### config.mk
export PLATFORM = sky130hd
export DESIGN_NAME = tone_generator
export DESIGN_NICKNAME = d
export VERILOG_FILES = /design/src/rtl/tone_generator.sv
export SDC_FILE = /design/constraint.sdc
export NUM_CORES = 1
export LEC_CHECK = 0
export CORE_MARGIN = 2
export CORE_UTILIZATION = 25
export CTS_BUF_LIST = sky130_fd_sc_hd__clkbuf_8
export CTS_CLUSTER_DIAMETER = 200
export CTS_CLUSTER_SIZE = 14
export DETAILED_ROUTE_END_ITERATION = 12
export SLEW_MARGIN = 20
export SYNTH_ARGS = -nofsm -noshare
export SYNTH_HDL_FRONTEND = slang
export SYNTH_SLANG_ARGS = --single-unit
export TNS_END_PERCENT = 10
### constraint.sdc
create_clock -name clk -period 3.85 [get_ports clk]
set_input_delay 0.9625 -clock clk [delete_from_list [all_inputs] [get_ports clk]]
set_output_delay 0.9625 -clock clk [all_outputs]
set_load 0.005 [all_outputs]
### src/rtl/tone_generator.sv
// Square-wave tone generator: notes do..si over three octaves, glitch-free changes at half-period boundaries.
// Optional macro VOLUME_CTRL_EN adds a 2-bit volume port and PWM gating of the speaker output.
module tone_generator #(
    parameter int CLK_HZ = 100000000
) (
    input  logic       clk,
    input  logic       rst_n,
    input  logic [3:0] note_in,
    input  logic [1:0] octave,
`ifdef VOLUME_CTRL_EN
    input  logic [1:0] volume,
`endif
    output logic       speaker,
    output logic       playing,
    output logic [3:0] note_active
);

    localparam int H_DO = CLK_HZ / (2 * 262);
    localparam int H_RE = CLK_HZ / (2 * 294);
    localparam int H_MI = CLK_HZ / (2 * 330);
    localparam int H_FA = CLK_HZ / (2 * 349);
    localparam int H_SO = CLK_HZ / (2 * 392);
    localparam int H_LA = CLK_HZ / (2 * 440);
    localparam int H_SI = CLK_HZ / (2 * 494);

    typedef enum logic {IDLE, PLAY} state_t;

    function automatic logic [19:0] base_half(input logic [3:0] n);
        logic [19:0] h;
        case (n)
            4'd1:    h = 20'(H_DO);
            4'd2:    h = 20'(H_RE);
            4'd3:    h = 20'(H_MI);
            4'd4:    h = 20'(H_FA);
            4'd5:    h = 20'(H_SO);
            4'd6:    h = 20'(H_LA);
            4'd7:    h = 20'(H_SI);
            default: h = 20'd1;
        endcase
        return h;
    endfunction

    // Octave scaling; a zero result (tiny CLK_HZ) is clamped so the wave toggles every cycle.
    function automatic logic [19:0] eff_half(input logic [3:0] n, input logic [1:0] o);
        logic [19:0] b;
        logic [19:0] h;
        b = base_half(n);
        case (o)
            2'd0:    h = b << 1;
            2'd1:    h = b;
            default: h = b >> 1;
        endcase
        if (h == 20'd0) h = 20'd1;
        return h;
    endfunction

    state_t      state_q, state_d;
    logic [19:0] cnt_q, cnt_d;
    logic        square_q, square_d;
    logic [3:0]  note_q, note_d;
    logic [1:0]  oct_q, oct_d;
    logic [19:0] half;
    logic        note_valid;

    assign note_valid = (note_in >= 4'd1) && (note_in <= 4'd7);
    assign half       = eff_half(note_q, oct_q);

    always_comb begin
        state_d  = state_q;
        cnt_d    = cnt_q;
        square_d = square_q;
        note_d   = note_q;
        oct_d    = oct_q;
        case (state_q)
            IDLE: begin
                cnt_d    = 20'd0;
                square_d = 1'b0;
                if (note_valid) begin
                    state_d  = PLAY;
                    square_d = 1'b1;
                    note_d   = note_in;
                    oct_d    = octave;
                end
            end
            PLAY: begin
                // Inputs are only looked at on the last cycle of a half-period.
                if (cnt_q == half - 20'd1) begin
                    cnt_d = 20'd0;
                    if (note_valid) begin
                        square_d = ~square_q;
                        note_d   = note_in;
                        oct_d    = octave;
                    end else begin
                        state_d  = IDLE;
                        square_d = 1'b0;
                        note_d   = 4'd0;
                        oct_d    = 2'd0;
                    end
                end else begin
                    cnt_d = cnt_q + 20'd1;
                end
            end
            default: state_d = IDLE;
        endcase
    end

    always_ff @(posedge clk or negedge rst_n) begin
        if (!rst_n) begin
            state_q  <= IDLE;
            cnt_q    <= 20'd0;
            square_q <= 1'b0;
            note_q   <= 4'd0;
            oct_q    <= 2'd0;
        end else begin
            state_q  <= state_d;
            cnt_q    <= cnt_d;
            square_q <= square_d;
            note_q   <= note_d;
            oct_q    <= oct_d;
        end
    end

    assign playing     = (state_q == PLAY);
    assign note_active = note_q;

`ifdef VOLUME_CTRL_EN
    logic [3:0] pwm_q;
    logic       spk_q;
    logic       gate;

    always_comb begin
        case (volume)
            2'd3:    gate = 1'b1;
            2'd2:    gate = (pwm_q < 4'd8);
            2'd1:    gate = (pwm_q < 4'd4);
            default: gate = 1'b0;
        endcase
    end

    always_ff @(posedge clk or negedge rst_n) begin
        if (!rst_n) begin
            pwm_q <= 4'd0;
            spk_q <= 1'b0;
        end else begin
            pwm_q <= pwm_q + 4'd1;
            spk_q <= square_q & gate;
        end
    end

    assign speaker = spk_q;
`else
    assign speaker = square_q;
`endif

endmodule

==> results.sh, run 1 <==
export IMPL_cts_buffers=3
export IMPL_cts_root_buf="clkbuf_8"
export IMPL_reg2reg_from="oct_q[1]"
export IMPL_io_buffers=13
export IMPL_track_usage_pct=13.3
export IMPL_postSynth_asyncResetShare_pct=100
export IMPL_fin_util_pct=28.1
export IMPL_cp_end_kind="register"
export IMPL_skew_ns=0.00201
export IMPL_coreArea_um2=10700
export IMPL_io_pins=14
export IMPL_area_growth_pct=10.9
export IMPL_finalMaxSlewViolations=0
export IMPL_status="complete, no violations"
export IMPL_hold_path_startpoint="cnt_q[0]"
export IMPL_path_max_fanout=19
export IMPL_cts_tree="done"
export IMPL_tightest_slew_ns=0.733
export IMPL_drv_cap=0
export IMPL_setup_worst_path_start_class="register"
export IMPL_clock_path_buffers=2
export IMPL_grt_max_degree=29
export IMPL_gp_congestion=0.961
export IMPL_hold_viol_final=0
export IMPL_viasPerCell=5.35
export IMPL_drt_initial_drc_count=186
export IMPL_row_count=38
export IMPL_dieArea_um2=11700
export IMPL_avgSynthCellArea_um2=8.14
export IMPL_syn_num_nets=344
export IMPL_syn_area_um2=2720
export IMPL_n_fill_cell=1206
export IMPL_routed_wl_mm=7.61
export IMPL_synth_edf_count=0
export IMPL_final_cells=481
export IMPL_finalSetupViolations=0
export IMPL_ir_drop_mv=0.113
export IMPL_numClockSinks=28
export IMPL_start_util_pct=25.3
export IMPL_criticalPathCategory="reg2reg"
export IMPL_grt_pass1_vias=2400
export IMPL_ant_nets=0
export IMPL_drive_above_1_share_pct=11.7
export IMPL_drc_errors=0
export IMPL_reg2regPathDepth=10
export IMPL_yosys_warnings=0
export IMPL_fp_dieW_um=108
export IMPL_grt_pass1_wl_mm=12.3
export IMPL_hp_class="reg2reg"
export IMPL_insertedDiodeCount=0
export IMPL_period_share_pct=92.3
export IMPL_fmax_mhz=282
export IMPL_final_nets=353
export IMPL_grt_overflow_total=0
export IMPL_crit_required_ns=4.07
export IMPL_vias=2575
export IMPL_synthFlopType="dfrtp_1"
export IMPL_timing_final_crit_period_ns=3.55
export IMPL_clk_latency_ns=0.27
export IMPL_antenna_found_initial=0
export IMPL_dp_hpwl_mm=5.89
export IMPL_die_h_um=108
export IMPL_slew_headroom_pct=50.7
export IMPL_detail_route_wl_per_cell_um=15.8
export IMPL_first_pass_iters=4
export IMPL_path_clk_slew_ns=0.09
export IMPL_synth_cells=334
export IMPL_synth_area_top_cells="dfrtp_1 26%, xnor2_1 5.2%, nor2_1 5.1%"
export IMPL_hold_end="cnt_q[0]"
export IMPL_numPlacedInstances=477
export IMPL_arrival_ns=3.77
export IMPL_synth_top_cell_by_area="dfrtp_1"
export IMPL_synth_top_area_share_pct=25.8
export IMPL_grt_setup_unrepaired="false"
export IMPL_power_density_nw_per_um2=187
export IMPL_min_path_cells=1
export IMPL_leakage_uw=0.00120
export IMPL_synth_distinct_cells=76
export IMPL_rr_endpoint="note_active[0]"
export IMPL_htreeDepth=1
export IMPL_synth_seq_area_share_pct=25.8
export IMPL_ys_ff_latch=28
export IMPL_reg2reg_slack_ns=0.30
export IMPL_setup_tns_ns=0
flip-flops by register name, indices dropped and copies added (netlist names):
signal / flops
cnt_q: 20
note_active: 4
oct_q: 2
playing: 1
speaker: 1
how the worst max path moves through the flow:
stage               slack (ns)  depth (start not counted)             end      startpoint
floorplan                 0.57                         17         playing  note_active[1]
global placement          0.23                         10        oct_q[1]        oct_q[1]
detailed placement        0.14                         10        oct_q[1]        oct_q[1]
CTS                       0.13                         10        oct_q[1]        oct_q[1]
global route             0.007                         10  note_active[0]        oct_q[1]
finish                    0.30                         10  note_active[0]        oct_q[1]
cell usage in the layout (no fill, tap or decap), types with 3 or more instances in the layout:
master and count:
o21a_1 4, a22oi_1 3, a21oi_1 12, clkdlybuf4s50_1 13
nand3_1 14, xor2_1 15, a31oi_1 7, o211ai_1 6
nor3_1 8, nand4_1 7, dfrtp_1 25, or3b_1 4
dfrtp_2 3, clkbuf_8 3, o21ai_1 3, nor2b_1 6
nand2b_1 4, and2_1 5, or3_1 3, xnor2_1 16
and3_1 4, nor2_1 37, o21ai_0 11, nor4_1 3
a211o_1 5, buf_4 15, o2111ai_1 3, inv_1 13
nand2_1 22
repair_timing:
action | CTS | global route
hold buffers | 0 | 0
setup buffers | 0 | 1
hold endpoints to repair | 0 | 0
gates resized for setup | 0 | 3
setup endpoints to repair | 0 | 25
layer usage:
metal  global-route usage, %  up-vias  part of all wire (%)
met5                       0        -                     0
met4                    3.21        0                   1.7
met3                    1.75       14                   5.7
met2                    21.8       75                    45
met1                    18.6     1233                    48
li1                        -     1253                     -
cell usage after synthesis (3+ instances only):
cell / instances
nor2_1: 37
dfrtp_1: 28
nand2_1: 22
xnor2_1: 16
xor2_1: 15
nand3_1: 14
inv_1: 13
a21oi_1: 12
o21ai_0: 11
nor3_1: 8
a31oi_1: 7
buf_2: 7
nand4_1: 7
buf_4: 6
buf_6: 6
nor2b_1: 6
o211ai_1: 6
a211o_1: 5
and2_1: 5
clkbuf_1: 5
and3_1: 4
nand2b_1: 4
o21a_1: 4
or3b_1: 4
a22oi_1: 3
nor4_1: 3
o2111ai_1: 3
o21ai_1: 3
or3_1: 3
kinds of logic after synthesis:
kind of cell,count (synthesis),share of synthesized area [%]
compound gates,92,26.0
xor+xnor,31,9.99
fa+ha+maj,5,2.12
buf+inv,38,8.05
flops,28,25.8
mux,2,0.736
simple gates,138,27.3
through the flow:
stage                     hold WS (ns)  worst slack (ns)  cell area, um^2  power (uW)
after CTS                        0.547             0.132             3000         571
after global routing             0.569           0.00735             3020         590
after detailed placement         0.535             0.144             2960         410
after floorplan                  0.478             0.573             2720         376
final                            0.552             0.298             3020         564
after global placement           0.531             0.232             2960         409
report_power, final:
group | leakage, uW | internal (uW) | total [uW] | switching [uW]
Combinational | 0.000829 | 44.0 | 102 | 58.3
Sequential | 0.000352 | 296 | 302 | 6.04
Clock | 0.0000216 | 70.4 | 160 | 89.3
final cells by class:
cell class	instances	area, um^2	area share, %
Sequential cell	28	704	23.4
Inverter	14	52.6	1.74
Multi-Input combinational cell	268	1800	59.7
Timing Repair Buffer	28	243	8.05
Tap cell	140	175	5.81
Clock buffer	3	41.3	1.37
critical path: stages (launching register included):
cell and delay (ns):
dfrtp_2 0.53, nand2b_1 0.21, maj3_1 0.36, o22ai_1 0.24
ha_1 0.32, o2111ai_1 0.24, or4_1 0.46, a31oi_1 0.27
o22ai_1 0.21, or4_1 0.55, nand3_1 0.09
Power figures use the tool's default switching activity.
==> inputs of run 2 (changes only) <==
--- a/config.mk
+++ b/config.mk
@@ -11,6 +11,7 @@
 export CTS_CLUSTER_DIAMETER = 200
 export CTS_CLUSTER_SIZE = 14
 export DETAILED_ROUTE_END_ITERATION = 12
+export HOLD_SLACK_MARGIN = 0.12
 export SLEW_MARGIN = 20
 export SYNTH_ARGS = -nofsm -noshare
 export SYNTH_HDL_FRONTEND = slang
==> constraint.sdc (replaced) <==
create_clock -name clk -period 3.8 [get_ports clk]
set_input_delay 0.95 -clock clk [delete_from_list [all_inputs] [get_ports clk]]
set_output_delay 0.95 -clock clk [all_outputs]
set_load 0.005 [all_outputs]
==> run 2 against run 1 <==
  * Clock power up 20%
  * Setup slack got worse by 0.034 ns
  * Global-route usage increased by 0.36 points
  * Register-to-register slack lost 0.03 ns
  * Worst hold slack better by 0.0010 ns
  * Flip-flop and latch count did not move
  * Clock-buffer cell count up 1
  * Total power rose by 6.9%
  * Highest routed layer unchanged
==> results.sh, run 2 (synthesis gave the netlist of run 1 again) <==
export IMPL_die_h_um=108
export IMPL_grt_setup_unrepaired="false"
export IMPL_drc_errors=0
export IMPL_p_clk_share_pct=31.8
export IMPL_power_density_nw_per_um2=198
export IMPL_cts_buffers=3
export IMPL_detail_route_wl_per_cell_um=16.1
export IMPL_io_pins=14
export IMPL_cts_setup_buffers=0
export IMPL_grt_pass1_wl_mm=12.6
export IMPL_io_buffers=13
export IMPL_clk_latency_ns=0.29
export IMPL_ant_nets=0
export IMPL_gp_congestion=0.943
export IMPL_ir_drop_mv=0.124
export IMPL_cts_root_buf="clkbuf_8"
export IMPL_clock_path_buffers=2
export IMPL_routed_wl_mm=7.74
export IMPL_dp_hpwl_mm=5.84
export IMPL_area_growth_pct=11.9
export IMPL_drive_above_1_share_pct=11.8
export IMPL_setup_tns_ns=0
export IMPL_multiInputGateArea_um2=1800
export IMPL_finalSetupViolations=0
export IMPL_grt_overflow_total=0
export IMPL_setup_worst_path_start_class="register"
export IMPL_status="complete, no violations"
export IMPL_combPwrFrac_pct=17.1
export IMPL_drt_initial_drc_count=122
export IMPL_seqCellArea_um2=703
export IMPL_seq_power_share_pct=51.1
export IMPL_fmax_mhz=283
export IMPL_timing_final_crit_period_ns=3.54
export IMPL_final_common_cell="nor2_1"
export IMPL_switching_share_pct=27.3
export IMPL_crit_required_ns=3.95
export IMPL_start_util_pct=25.3
export IMPL_finalMaxSlewViolations=0
export IMPL_power_switching_uw=165
export IMPL_grt_max_degree=40
export IMPL_largest_reg_flops=20
export IMPL_path_clk_slew_ns=0.11
export IMPL_skew_ns=0.0132
export IMPL_path_max_fanout=19
export IMPL_numClockSinks=28
export IMPL_insertedDiodeCount=0
export IMPL_n_fill_cell=1185
export IMPL_setup_ws_ns=0.264
export IMPL_cts_tree="done"
export IMPL_htreeDepth=1
export IMPL_leakage_uw=0.00121
export IMPL_grt_pass1_vias=2376
export IMPL_final_nets=351
export IMPL_coreArea_um2=10700
export IMPL_dp_slack_ns=0.218
export IMPL_row_count=38
export IMPL_regMostFlops="cnt_q"
export IMPL_track_usage_pct=13.7
export IMPL_drv_cap=0
export IMPL_period_share_pct=93.1
export IMPL_final_cell_mix="37 x nor2_1, 26 x dfrtp_1, 22 x nand2_1"
export IMPL_tightest_slew_ns=0.723
export IMPL_fin_util_pct=28.3
export IMPL_first_pass_iters=5
export IMPL_dpl_cell_area_um2=2980
export IMPL_cp_end_kind="register"
export IMPL_hp_class="reg2reg"
export IMPL_p_int_uw=439
export IMPL_stdcell_area_um2=3040
export IMPL_arrival_ns=3.69
export IMPL_dieArea_um2=11700
export IMPL_viasPerCell=5.50
export IMPL_fp_dieW_um=108
export IMPL_hold_viol_final=0
export IMPL_antenna_found_initial=0
export IMPL_slew_headroom_pct=51.3
export IMPL_criticalPathCategory="reg2reg"
export IMPL_vias=2640
==> run 2: worst max-delay path: stages (launching register included) <==
cell and delay [ns]:
dfrtp_2 0.55, nand2b_1 0.22, maj3_1 0.36, o22ai_1 0.22, ha_1 0.30, o2111ai_1 0.22, or4_1 0.45, a31oi_1 0.24
o22ai_1 0.21, o41ai_2 0.46, o32ai_1 0.17
==> run 2: path summary, 6_finish.rpt <==
kind,cells after the start,slack (ns),startpoint,end
worst max register to register,10,0.26,oct_q[1],oct_q[0]
min in group asynchronous,2,1.05,rst_n,cnt_q[8]
max in group asynchronous,2,2.45,rst_n,note_active[1]
worst max-delay path,10,0.26,oct_q[1],oct_q[0]
worst min register to register,2,0.55,cnt_q[12],cnt_q[12]
worst min-delay path,2,0.55,cnt_q[12],cnt_q[12]
==> run 2: layer usage <==
metal  vias to the layer above  GRT usage, %  wire (um)
met5                         -             0          0
met4                         0          3.39        118
met2                        83          21.2       3530
met3                        10          2.17        376
li1                       1252             -          -
met1                      1295          19.9       3720
==> run 2: metrics by stage <==
stage / instances / total power [uW] / hold slack [ns]
floorplan: 334 / 381 / 0.478
global placement: 476 / 415 / 0.521
detailed placement: 476 / 415 / 0.529
CTS: 480 / 608 / 0.556
global route: 480 / 636 / 0.576
finish: 480 / 603 / 0.553
==> run 2: area by class of cell <==
type	instances	share of cell area, %
repair buffers	26	8.31
flip-flops and latches	28	23.1
clock buffers	4	1.81
multi-input cells	268	59.3
inverters	14	1.73
well taps	140	5.76
==> run 2: power groups by stage <==
stage	Sequential (uW)	Clock [uW]	Combinational, uW
2_1_floorplan	308	0	73.0
3_3_place_gp	314	0	101
3_5_place_dp	314	0	102
4_1_cts	308	198	102
5_1_grt	309	213	114
6_report	308	192	103
==> run 2: repair_timing <==
item                       4_1_cts  5_1_grt
resized for setup                0        5
hold buffers                     0        0
setup endpoints to repair        0       28
==> inputs of run 3 (changes only) <==
--- a/config.mk
+++ b/config.mk
@@ -5,6 +5,7 @@
 export SDC_FILE = /design/constraint.sdc
 export NUM_CORES = 1
 export LEC_CHECK = 0
+export CORE_ASPECT_RATIO = 2
 export CORE_MARGIN = 2
 export CORE_UTILIZATION = 25
 export CTS_BUF_LIST = sky130_fd_sc_hd__clkbuf_8
==> run 3 against run 2 <==
  * Routed wire length grew 16%
  * Via count rose by 2.2%
  * Critical path type unchanged
  * Critical path depth is 2 higher
  * Flip-flop and latch count is the same
  * Global-route usage increased by 2.3 points
  * Worst hold slack got worse by 0.0017 ns
  * Setup slack improved by 0.0034 ns
  * Register-to-register slack about the same
  * Clock skew is 0.0041 ns lower
  * Maximum frequency hardly changed
==> results.sh, run 3 (synthesis gave the netlist of run 1 again) <==
export IMPL_clk_latency_ns=0.29
export IMPL_setup_tns_ns=0
export IMPL_finalMaxSlewViolations=0
export IMPL_viasPerCell=5.63
export IMPL_io_buffers=13
export IMPL_status="complete, no violations"
export IMPL_min_path_cells=2
export IMPL_cts_buffers=3
export IMPL_setup_worst_path_start_class="register"
export IMPL_insertedDiodeCount=0
export IMPL_skew_ns=0.00910
export IMPL_period_share_pct=93.0
export IMPL_combPwrFrac_pct=18.9
export IMPL_clock_path_buffers=2
export IMPL_timing_final_crit_period_ns=3.53
export IMPL_track_usage_pct=16.0
export IMPL_vias=2697
export IMPL_fmax_mhz=283
export IMPL_p_clk_share_pct=28.3
export IMPL_detail_route_wl_per_cell_um=18.8
export IMPL_start_util_pct=25.8
export IMPL_drt_initial_drc_count=97
export IMPL_ir_drop_mv=0.0958
export IMPL_die_h_um=151
export IMPL_crit_buf_inv=0
export IMPL_largest_reg_flops=20
export IMPL_fp_dieW_um=77.7
export IMPL_gp_congestion=1.00
export IMPL_finalSetupViolations=0
export IMPL_numClockSinks=28
export IMPL_grt_pass1_vias=2797
export IMPL_crit_chain="nor2b_2, a21oi_1, nor2_1, a31oi_1, o21ai_0, ha_2, o2111ai_1, or4_1, a31oi_1, o22ai_1, o41ai_2, o32ai_1"
export IMPL_first_pass_iters=4
export IMPL_antenna_found_initial=0
export IMPL_crit_top_cell="a31oi_1"
export IMPL_path_delay_family="compound AO/OA/AOI/OAI gates"
export IMPL_max_stage_delay_ns=0.48
export IMPL_cts_tree="done"
export IMPL_ant_nets=0
export IMPL_switching_share_pct=27.9
export IMPL_path_clk_slew_ns=0.09
export IMPL_grt_max_degree=29
export IMPL_grt_setup_unrepaired="false"
export IMPL_coreArea_um2=10500
export IMPL_cts_root_buf="clkbuf_8"
export IMPL_power_switching_uw=162
export IMPL_drive_above_1_share_pct=12.9
export IMPL_drc_errors=0
export IMPL_drv_cap=0
export IMPL_arrival_ns=3.69
export IMPL_tightest_slew_ns=0.861
export IMPL_io_pins=14
export IMPL_criticalPathCategory="reg2reg"
export IMPL_htreeDepth=1
export IMPL_crit_required_ns=3.96
export IMPL_final_nets=354
export IMPL_p_total_uw=580
export IMPL_area_growth_pct=11.4
export IMPL_grt_overflow_total=0
export IMPL_holdBufCountCts=0
export IMPL_critPathSlowestCell="dfrtp_2"
export IMPL_reg2regPathDepth=12
export IMPL_row_count=53
export IMPL_dp_hpwl_mm=7.26
export IMPL_p_int_uw=418
export IMPL_hp_class="reg2reg"
export IMPL_power_density_nw_per_um2=191
export IMPL_hold_viol_final=0
export IMPL_seq_power_share_pct=52.8
export IMPL_dieArea_um2=11800
export IMPL_final_common_cell="nor2_1"
export IMPL_routed_wl_mm=9.00
export IMPL_crit_cells=12
export IMPL_slew_headroom_pct=42.1
export IMPL_final_cell_mix="37 x nor2_1, 25 x dfrtp_1, 22 x nand2_1"
export IMPL_leakage_uw=0.00121
export IMPL_cp_end_kind="register"
export IMPL_path_max_fanout=11
export IMPL_grt_pass1_wl_mm=14.5
export IMPL_regMostFlops="cnt_q"
[run 3: final cells by class]
type	instances	area [um^2]
fill	1117	7520
multi-input combinational	268	1810
sequential	28	704
timing repair buffer	29	250
tap	137	171
inverter	14	52.6
clock buffer	3	41.3
[run 3: worst paths after layout]
kind | from | endpoint | slack [ns]
worst min register to register | cnt_q[12] | cnt_q[12] | 0.55
worst max-delay path | note_active[2] | oct_q[1] | 0.27
worst max register to register | note_active[2] | oct_q[1] | 0.27
worst min-delay path | cnt_q[12] | cnt_q[12] | 0.55
min in group asynchronous | rst_n | cnt_q[14] | 1.04
max in group asynchronous | rst_n | note_active[0] | 2.45
[run 3: power groups by stage]
stage / logic, uW / registers (uW) / clock network, uW
finish: 110 / 306 / 164
global route: 119 / 306 / 183
CTS: 108 / 305 / 176
detailed placement: 107 / 311 / 0
global placement: 107 / 311 / 0
floorplan: 73.0 / 308 / 0
[run 3: repair_timing]
item,in CTS,in global routing
buffers inserted,0,0
endpoints found under the setup margin,0,27
gates resized for setup,0,7
[run 3: metrics by stage]
step                      util, %  instance area (um^2)  setup WS (ns)  instances  hold slack, ns
after CTS                    28.6                  3020         0.0412        479           0.551
after global placement       28.2                  2970          0.163        476           0.530
after floorplan                 -                  2720          0.523        334           0.478
final                        28.7                  3030          0.267        479           0.551
after detailed placement     28.2                  2970         0.0650        476           0.533
after global routing         28.7                  3030         0.0100        479           0.570
[run 3: layer usage]
layer / GRT usage (%) / wire, um
met1: 14.1 / 2950
met2: 31.9 / 5150
met3: 1.01 / 141
met4: 13.7 / 765
met5: 0 / 0
[run 3: worst reg2reg max path: cells and delay by family, from the launching register on]
| kind | cells | cell delay, ns |
|---|---|---|
| AND/OR/NAND/NOR | 3 | 0.85 |
| AO/OA/AOI/OAI | 8 | 1.73 |
| adder cells (fa/ha/maj) | 1 | 0.33 |
| flip-flops | 1 | 0.48 |
